**src/rtl/prio_scan_display.sv**
```systemverilog
// prio_scan_display: priority-encodes a request vector and shows the winning index in decimal on a scanned active-low 7-segment bank.
module prio_scan_display #(
  parameter int N_IN = 16,
  parameter int DIGITS = 2,
  parameter int SCAN_DIV = 50000,
  parameter int LZ_BLANK = 1,
  localparam int IDXW = (N_IN > 2) ? $clog2(N_IN) : 1
) (
  input  logic              clk,
  input  logic              rst_n,
  input  logic [N_IN-1:0]   x,
  input  logic              en,
  input  logic              hold,
  output logic [IDXW-1:0]   code,
  output logic              valid,
  output logic [6:0]        h,
  output logic [DIGITS-1:0] an
);
  localparam int BW = 12;
  localparam int CW = $clog2(IDXW + 1);
  localparam int DW = (SCAN_DIV > 1) ? $clog2(SCAN_DIV) : 1;
  localparam int IW = (DIGITS > 1) ? $clog2(DIGITS) : 1;
  localparam logic [31:0] LIMIT = 32'(10 ** DIGITS);
  typedef enum logic [1:0] {IDLE, SHIFT, COMMIT} state_t;
  state_t state, state_d;
  logic [N_IN-1:0] x_q;
  logic en_q;
  logic [IDXW:0] op, op_q, last_op;
  logic [IDXW-1:0] sh;
  logic [CW-1:0] cnt;
  logic [BW-1:0] bcd, disp_bcd;
  logic disp_valid, disp_ovf, run, wrap, lead;
  logic [DW-1:0] div;
  logic [IW-1:0] idx;
  logic [3:0] nib;
  logic [6:0] seg;
  function automatic logic [6:0] dec7(input logic [3:0] d);
    case (d)
      4'd0: dec7 = 7'b1000000;
      4'd1: dec7 = 7'b1111001;
      4'd2: dec7 = 7'b0100100;
      4'd3: dec7 = 7'b0110000;
      4'd4: dec7 = 7'b0011001;
      4'd5: dec7 = 7'b0010010;
      4'd6: dec7 = 7'b0000010;
      4'd7: dec7 = 7'b1111000;
      4'd8: dec7 = 7'b0000000;
      4'd9: dec7 = 7'b0010000;
      default: dec7 = 7'h7F;
    endcase
  endfunction
  function automatic logic [BW-1:0] dabble(input logic [BW-1:0] b, input logic s);
    logic [BW-1:0] t;
    t = b;
    for (int i = 0; i < BW / 4; i++)
      if (t[4*i+:4] >= 4'd5) t[4*i+:4] = t[4*i+:4] + 4'd3;
    return {t[BW-2:0], s};
  endfunction
  always_comb begin
    code = '0;
    for (int i = 0; i < N_IN; i++) if (x_q[i]) code = IDXW'(i);
    if (!en_q) code = '0;
    valid = en_q && |x_q;
  end
  assign op = {valid, code};
  always_comb begin
    state_d = (state == IDLE) ? ((op != last_op) ? SHIFT : IDLE) :
              (state == SHIFT) ? ((cnt == CW'(IDXW - 1)) ? COMMIT : SHIFT) : IDLE;
  end
  always_ff @(posedge clk or negedge rst_n)
    if (!rst_n) state <= IDLE;
    else state <= state_d;
  // operand is latched at start so input changes mid-conversion only take effect on the next pass
  always_ff @(posedge clk or negedge rst_n) begin
    if (!rst_n) begin
      x_q <= '0;
      en_q <= 1'b0;
      op_q <= '0;
      last_op <= '0;
      sh <= '0;
      cnt <= '0;
      bcd <= '0;
      disp_bcd <= '0;
      disp_valid <= 1'b0;
      disp_ovf <= 1'b0;
    end else begin
      if (!hold) begin
        x_q <= x;
        en_q <= en;
      end
      if (state == IDLE && op != last_op) begin
        op_q <= op;
        sh <= code;
        cnt <= '0;
        bcd <= '0;
      end
      if (state == SHIFT) begin
        bcd <= dabble(bcd, sh[IDXW-1]);
        sh <= sh << 1;
        cnt <= cnt + 1'b1;
      end
      if (state == COMMIT) begin
        disp_bcd <= bcd;
        disp_valid <= op_q[IDXW];
        disp_ovf <= 32'(op_q[IDXW-1:0]) >= LIMIT;
        last_op <= op_q;
      end
    end
  end
  assign wrap = div == DW'(SCAN_DIV - 1);
  assign nib = 4'(disp_bcd >> (4 * idx));
  assign lead = LZ_BLANK != 0 && idx != '0 && (disp_bcd >> (4 * idx)) == '0;
  assign seg = !disp_valid ? 7'h7F : disp_ovf ? 7'b0111111 : lead ? 7'h7F : dec7(nib);
  // run delays the scanner one cycle so the first select lands on the 2nd edge after reset release
  always_ff @(posedge clk or negedge rst_n) begin
    if (!rst_n) begin
      run <= 1'b0;
      div <= '0;
      idx <= '0;
      h <= 7'h7F;
      an <= '1;
    end else begin
      run <= 1'b1;
      if (run) begin
        div <= wrap ? '0 : div + 1'b1;
        if (wrap) idx <= (idx == IW'(DIGITS - 1)) ? '0 : idx + 1'b1;
        h <= seg;
        an <= ~(DIGITS'(1) << idx);
      end
    end
  end
endmodule

```
**config.mk**
```make
export PLATFORM = sky130hd
export DESIGN_NAME = prio_scan_display
export DESIGN_NICKNAME = d
export VERILOG_FILES = /design/src/rtl/prio_scan_display.sv
export SDC_FILE = /design/constraint.sdc
export NUM_CORES = 1
export LEC_CHECK = 0
export BUFFER_PORTS_ARGS = -buffer_cell sky130_fd_sc_hd__buf_2
export CAP_MARGIN = 30
export CORE_ASPECT_RATIO = 1.25
export CORE_MARGIN = 5
export CORE_UTILIZATION = 54
export DETAILED_ROUTE_END_ITERATION = 8
export GPL_ROUTABILITY_DRIVEN = 1
export PLACE_DENSITY = 0.72
export REMOVE_ABC_BUFFERS = 1
export SLEW_MARGIN = 20
export SYNTH_ARGS = -nofsm -noshare
export SYNTH_HDL_FRONTEND = slang
export SYNTH_SLANG_ARGS = --single-unit
```
**constraint.sdc**
```tcl
create_clock -name clk -period 2.2 [get_ports clk]
set_input_delay 0.44 -clock clk [delete_from_list [all_inputs] [get_ports clk]]
set_output_delay 0.44 -clock clk [all_outputs]
set_load 0.02 [all_outputs]
```
==> key figures, run 1 <==
Power
  – Static leakage: 2.46 nW
  – Peak VDD IR: 585 uV
  – Pwr Total: 6.04 mW
  – PwrDens: 1100 nW/um2

Place
  – Port Buffers: 33
  – Pre-CTS setup slack: -0.174 ns
  – Placed insts: 584
  – Routability congestion estimate: 0.838
  – Post-DP HPWL: 6780 um

Global route
  – Vias in the first global route: 3483
  – GRT Max-Usage Layer: met2
  – Tot GR Track Use: 0.193
  – Initial antenna violation count: 0
  – Met2 Use GR: 0.333
  – Grt met3 use: 0.0462
  – Met1 global-route usage: 0.226
  – Grt total ovfl: 0
  – First-pass GRT wire length: 16000 um
  – Largest net degree at the start of global routing: 41

Cells and area
  – Fraction of layout cells with a size suffix above 1: 0.321
  – Number of antenna diodes: 0
  – Finished Layout Cells: 611
  – Post-layout util: 0.667
  – Area grow syn2layout: 21.1%
  – Nets: 543
  – Fillers: 640

Yosys
  – Post-synth EDFFs: 0
  – Post-synthesis cell count: 437
  – Yosys cell types: 59
  – Yosys warning count: 0
  – Cell taking the most area after synthesis: dfrtp_1
  – Top post-synthesis cells by count: 78 x dfrtp_1, 34 x nor2_1, 33 x nand2_1
  – Most common cell in the netlist: dfrtp_1
  – Most used DFF post-synth: dfrtp_1
  – Leading post-synthesis cells by cell area: dfrtp_1 43%, mux2_2 6.9%, dfstp_2 5.2%
  – Async SR Flop Fraction: 1.00
  – Synth top area share: 0.430
  – Number of synthesized register bits: 87
  – Mapped Area: 4540 um2
  – Sequential share of the synthesized area: 0.482
  – Avg Cell Area, Syn: 10.4 um2

Routing
  – Drt first-iter violations: 135
  – Final ANT Viol Nets: 0
  – Final WL: 9770 um
  – Number of vias per cell: 5.79
  – TritonRoute pass-1 iters: 4
  – Drt wl/cell: 16.0 um
  – # DRC: 0
  – Vias: 3535

Timing
  – Fmax: 405 MHz
  – Count of pins over their slew limit: 0
  – Final setup violation count: 28
  – Final min period: 2.47 ns
  – Worst slew margin: 0.642
  – Worst-Margin Slew: 0.537 ns
  – Fin crit share: 1.12
  – Final worst slack: -0.267 ns
  – RSZ-0062 raised after global routing: yes
  – Hold Fails Final Rpt: 0
  – Clock Skew: 0.00709 ns
  – Setup TNS: -4.73 ns

Status
  – Failing checks: setup timing
  – Outcome: finished with violations

Die
  – Core ar.: 8240 um2
  – Die width: 92.0 um
  – Die area: 10300 um2
  – Die Y: 112 um
  – Initial Util: 0.551
  – I/O Pins: 34
  – Placement Rows: 37

Setup path
  – Max incr delay on CP: 0.56 ns
  – Top cell by count, worst path: o211a_1
  – Worst Path Required: 2.43 ns
  – CP cell instances: or3_1 > o211a_1 > o211a_1 > o41a_1 > mux2_1
  – Crit-path max FO: 5
  – Worst R2R Path Depth: 5
  – Crit path DAT: 2.70 ns
  – Slowest CP cell: o41a_1
  – Startpoint types: register
  – Critical Path Sink Type: register
  – Setup CP Type: reg -> reg

CTS
  – H-Tree Depth: 3
  – Worst-Skew Late Latency: 0.35 ns
  – Clock slew at reported path FFs: 0.08 ns
  – Longest Clk Path Bufs: 2
  – CTS tree: yes
  – CTS Root Cell: clkbuf_8
  – Clock sinks: 87
  – Clock buffers created by TritonCTS: 9

Hold path
  – HP Class: in -> async

Job
  – Max-cap check violation count: 0
-- logic make-up (layout without fill, tap and decap cells) --
kind of cell | count (synthesis) | after routing | synth area share
simple gates | 135 | 136 | 0.158
compound gates | 97 | 97 | 0.141
flops | 87 | 87 | 0.482
mux | 42 | 42 | 0.101
buf+inv | 39 | 115 | 0.0358
xor+xnor | 22 | 22 | 0.0425
fa+ha+maj | 14 | 14 | 0.0386
other cells | 1 | 1 | 0.000826
-- through the flow --
stage	hold WS, ns	area, um2
floorplan	0.144	4450
global placement	0.396	5030
detailed placement	0.399	5030
CTS	0.00852	5290
global route	0.0160	5490
finish	0.00294	5490
-- critical path: cells and delay by family, from the launching register on --
family,cells,cell delay [ns]
AOI/OAI and AO/OA,3,1.14
DFF,1,0.45
muxes,1,0.36
and+or+nand+nor,1,0.40
-- flip-flops by register name, summed over array words and instances, names as in the netlist --
signal and flops:
run 1, x_q 16, en_q 1, state 2, div 16, op_q 5, disp_bcd 12, idx 1
bcd 12, an 2, h 7, last_op 5, sh 4, cnt 3
-- layout make-up --
| cell class | instances | area [um2] | share of cell area |
|---|---|---|---|
| Inverter | 20 | 77.6 | 0.0141 |
| Multi-Input combinational cell | 312 | 2330 | 0.425 |
| Clock buffer | 13 | 159 | 0.0289 |
| Tap cell | 97 | 121 | 0.0221 |
| Timing Repair Buffer | 79 | 568 | 0.103 |
| Clock inverter | 3 | 42.5 | 0.00774 |
| Sequential cell | 87 | 2190 | 0.399 |
-- worst paths after layout --
path | startpoint | end | slack, ns
max | x_q[9] | op_q[3] | -0.27
min | rst_n | disp_bcd[10] | 0.003
max reg2reg | x_q[9] | op_q[3] | -0.27
min reg2reg | an[1] | an[1] | 0.47
max in group asynchronous | rst_n | h[6] | 1.53
min in group clk | x[5] | x_q[5] | 0.32
-- layer usage --
layer,share of wire,wire (um),up-vias
li1,-,-,1698
met1,0.41,4030,1722
met2,0.52,5060,86
met3,0.038,373,29
met4,0.032,308,0
met5,0,0,-
-- what timing repair did --
item,in CTS,in global routing
cloned,0,1
setup endpoints to repair,26,30
setup buffers,2,8
resized for setup,8,36
pin swaps,2,11
hold buffers,0,0
-- placed cells by master, fill, tap and decap left out, types with 7 or more instances in the layout --
master,n
xnor2_1,11
xor2_1,11
a21oi_1,18
ha_1,14
mux2_2,28
o31ai_2,7
o21ai_1,8
nand3_1,11
a22oi_1,14
nand2b_1,16
nor2_1,31
dfstp_2,9
inv_1,18
mux2i_1,11
nand2_1,33
dfrtp_1,75
o21ai_0,20
buf_4,42
clkbuf_8,11
buf_2,29
-- power breakdown --
part | switching (mW) | internal, mW
clock network | 0.540 | 0.586
registers | 0.465 | 2.09
logic | 1.24 | 1.12
Power figures use the tool's default switching activity.
==> inputs of run 2 (changes only) <==
==> constraint.sdc (replaced) <==
create_clock -name clk -period 2.2 [get_ports clk]
set_input_delay 0.11 -clock clk [delete_from_list [all_inputs] [get_ports clk]]
set_output_delay 0.11 -clock clk [all_outputs]
set_load 0.02 [all_outputs]
==> run 2 against run 1 <==
  * Sequential share of layout area shrank 0.48 points
  * First-iteration DRC count shrank 7.4%
  * Largest power group unchanged
  * The run still ends with setup timing left
  * Sequential cell count is the same
  * Clock skew grew 0.0014 ns
  * Critical path type unchanged
==> key figures, run 2 (synthesis results as in run 1) <==
Status
  – Outcome: finished with violations
  – Failing checks: setup timing

Global route
  – First-pass GRT wire length: 16700 um (+4.5%)
  – Grt total ovfl: 0 (unchanged)
  – Tot GR Track Use: 0.201 (+0.00848)
  – Vias in the first global route: 3613 (+3.7%)
  – Initial antenna violation count: 0 (unchanged)
  – Largest net degree at the start of global routing: 53 (+29%)

CTS
  – Clock slew at reported path FFs: 0.09 ns (about the same)
  – Clock buffers created by TritonCTS: 9 (unchanged)
  – Longest Clk Path Bufs: 2 (unchanged)
  – H-Tree Depth: 3 (unchanged)
  – CTS Root Cell: clkbuf_8
  – Clock sinks: 87 (unchanged)
  – Worst-Skew Late Latency: 0.36 ns (about the same)
  – CTS tree: yes

Setup path
  – CP top delay family: simple AND/OR/NAND/NOR gates
  – Critical Path Sink Type: register
  – Crit-path max FO: 8 (+3)
  – Startpoint types: register
  – Crit path depth: 6 (+1)
  – CP Buf/Inv Count: 0 (unchanged)
  – Max incr delay on CP: 0.64 ns (+0.08 ns)
  – Worst R2R Path Depth: 6 (+1)
  – Worst Path Required: 2.46 ns (+0.03 ns)
  – Top cell by count, worst path: or4_4
  – CP cell instances: or4_4 > nor3_1 > a311oi_1 > and2_4 > or4_4 > o21a_1
  – Crit path DAT: 2.72 ns (+0.02 ns)
  – Slowest CP cell: or4_4
  – Setup CP Type: reg -> reg

Routing
  – # DRC: 0 (unchanged)
  – Final ANT Viol Nets: 0 (unchanged)
  – TritonRoute pass-1 iters: 4 (unchanged)
  – Number of vias per cell: 5.69 (-1.7%)
  – Vias: 3538 (+0.085%)
  – Drt first-iter violations: 125 (-7.4%)
  – Final WL: 9910 um (+1.4%)
  – Drt wl/cell: 15.9 um (-0.38%)

Timing
  – Fmax: 405 MHz (about the same)
  – Worst slew margin: 0.651 (+0.00890)
  – Final setup violation count: 25 (-11%)
  – Setup TNS: -4.87 ns (-0.137 ns)
  – Hold_ws: 0.247 ns (+0.244 ns)
  – RSZ-0062 raised after global routing: yes
  – Final min period: 2.47 ns (-0.000262 ns)
  – Fin crit share: 1.12 (about the same)
  – Hold Fails Final Rpt: 0 (unchanged)
  – Worst-Margin Slew: 0.518 ns (-0.0188 ns)
  – Final worst slack: -0.267 ns (+0.000262 ns)
  – Clock Skew: 0.00847 ns (+0.00138 ns)
  – Count of pins over their slew limit: 0 (unchanged)

Power
  – Peak VDD IR: 605 uV (+3.3%)
  – PwrDens: 1100 nW/um2 (about the same)
  – Clk pwr share: 0.196 (+0.010)
  – Share of power burned in combinational logic: 0.388 (-0.004)
  – Switching part of the total power: 0.371 (about the same)
  – Int Pwr: 3.84 mW (+1.2%)
  – Sw power: 2.27 mW (+1.0%)
  – Sequential power share: 0.416 (-0.006)
  – Static leakage: 2.49 nW (+1.1%)

Die
  – I/O Pins: 34 (unchanged)
  – Core ar.: 8240 um2 (unchanged)
  – Initial Util: 0.551 (unchanged)
  – Die area: 10300 um2 (unchanged)
  – Placement Rows: 37 (unchanged)
  – Die width: 92.0 um (unchanged)
  – Die Y: 112 um (unchanged)

Place
  – Port Buffers: 33 (unchanged)
  – Routability congestion estimate: 0.864 (+3.1%)
  – Placed insts: 583 (-0.17%)
  – Placed cell area: 5030 um2 (-0.15%)
  – Post-DP HPWL: 6610 um (-2.5%)

Job
  – Max-cap check violation count: 0 (unchanged)

Cells and area
  – Final Instance Area: 5560 um2 (+1.2%)
  – Regs by FF count: div x16, x_q x16
  – Commonest non-fill, non-tap cell in the layout: dfrtp_1
  – Nets: 554 (+2.0%)
  – Fraction of layout cells with a size suffix above 1: 0.286 (-0.0353)
  – Most frequent cells in the layout: 76 x dfrtp_1, 38 x buf_4, 33 x nand2_1, 33 x nor2_1, 32 x buf_2
  – Area grow syn2layout: 22.5%
  – Number of antenna diodes: 0 (unchanged)
  – Finished Layout Cells: 622 (+1.8%)

Hold path
  – HP Class: in -> async
==> run 2: cell count changes in the layout (fill, tap and decap cells not counted), sizes merged <==
cell and change:
dlygate4sd3 +18, buf -7, bufinv +1, clkbuf -1, clkinv +1, clkinvlp -1
==> run 2: what timing repair did <==
| item | 4_1_cts | 5_1_grt |
|---|---|---|
| endpoints found under the setup margin | 25 | 26 |
| pin swaps | 0 | 8 |
| endpoints found under the hold margin | 50 | 0 |
| setup buffers | 2 | 2 |
| gates resized for setup | 1 | 21 |
| hold buffers | 18 | 0 |
| gates cloned | 0 | 1 |
==> run 2: worst register-to-register path: cells and delay by family (launching register included) <==
| family | cells | cell delay [ns] |
|---|---|---|
| AO/OA/AOI/OAI | 2 | 0.36 |
| flip-flops | 1 | 0.44 |
| AND/OR/NAND/NOR | 4 | 1.58 |
==> run 2: path summary, 6_finish.rpt <==
| kind | start | endpoint | slack (ns) |
|---|---|---|---|
| worst min-delay path | rst_n | bcd[4] | 0.25 |
| worst max-delay path | x_q[9] | state[0] | -0.27 |
| min in group clk | hold | x_q[12] | 0.27 |
| max in group asynchronous | rst_n | an[1] | 1.29 |
| worst max register to register | x_q[9] | state[0] | -0.27 |
| worst min register to register | an[1] | an[1] | 0.48 |
==> run 2: routing by layer <==
layer / vias up / wire length, um / global-route usage
met5: - / 0 / 0
li1: 1715 / - / -
met1: 1743 / 4110 / 0.236
met3: 15 / 282 / 0.0308
met2: 65 / 5350 / 0.365
met4: 0 / 164 / 0.0793
==> run 2: power groups by stage <==
stage / Sequential (mW) / Combinational [mW] / Clock [mW]
5_1_grt: 2.62 / 2.65 / 1.28
3_5_place_dp: 2.55 / 2.15 / 0
2_1_floorplan: 2.54 / 1.44 / 0
6_report: 2.54 / 2.37 / 1.20
3_3_place_gp: 2.53 / 2.09 / 0
4_1_cts: 2.53 / 2.21 / 1.21
==> run 2: cell type report <==
class / instances / area (um2)
repair buffers: 90 / 666
clock inverters: 4 / 70.1
flip-flops and latches: 87 / 2190
fillers: 617 / 2680
multi-input cells: 312 / 2300
well taps: 97 / 121
clock buffers: 12 / 135
inverters: 20 / 75.1
==> run 2: through the flow <==
step | power [mW] | setup WS (ns) | utilization
finish | 6.11 | -0.267 | 0.674
global route | 6.55 | -0.319 | 0.674
CTS | 5.94 | -0.183 | 0.659
detailed placement | 4.70 | -0.203 | 0.610
global placement | 4.61 | -0.120 | 0.610
floorplan | 3.97 | -0.172 | -
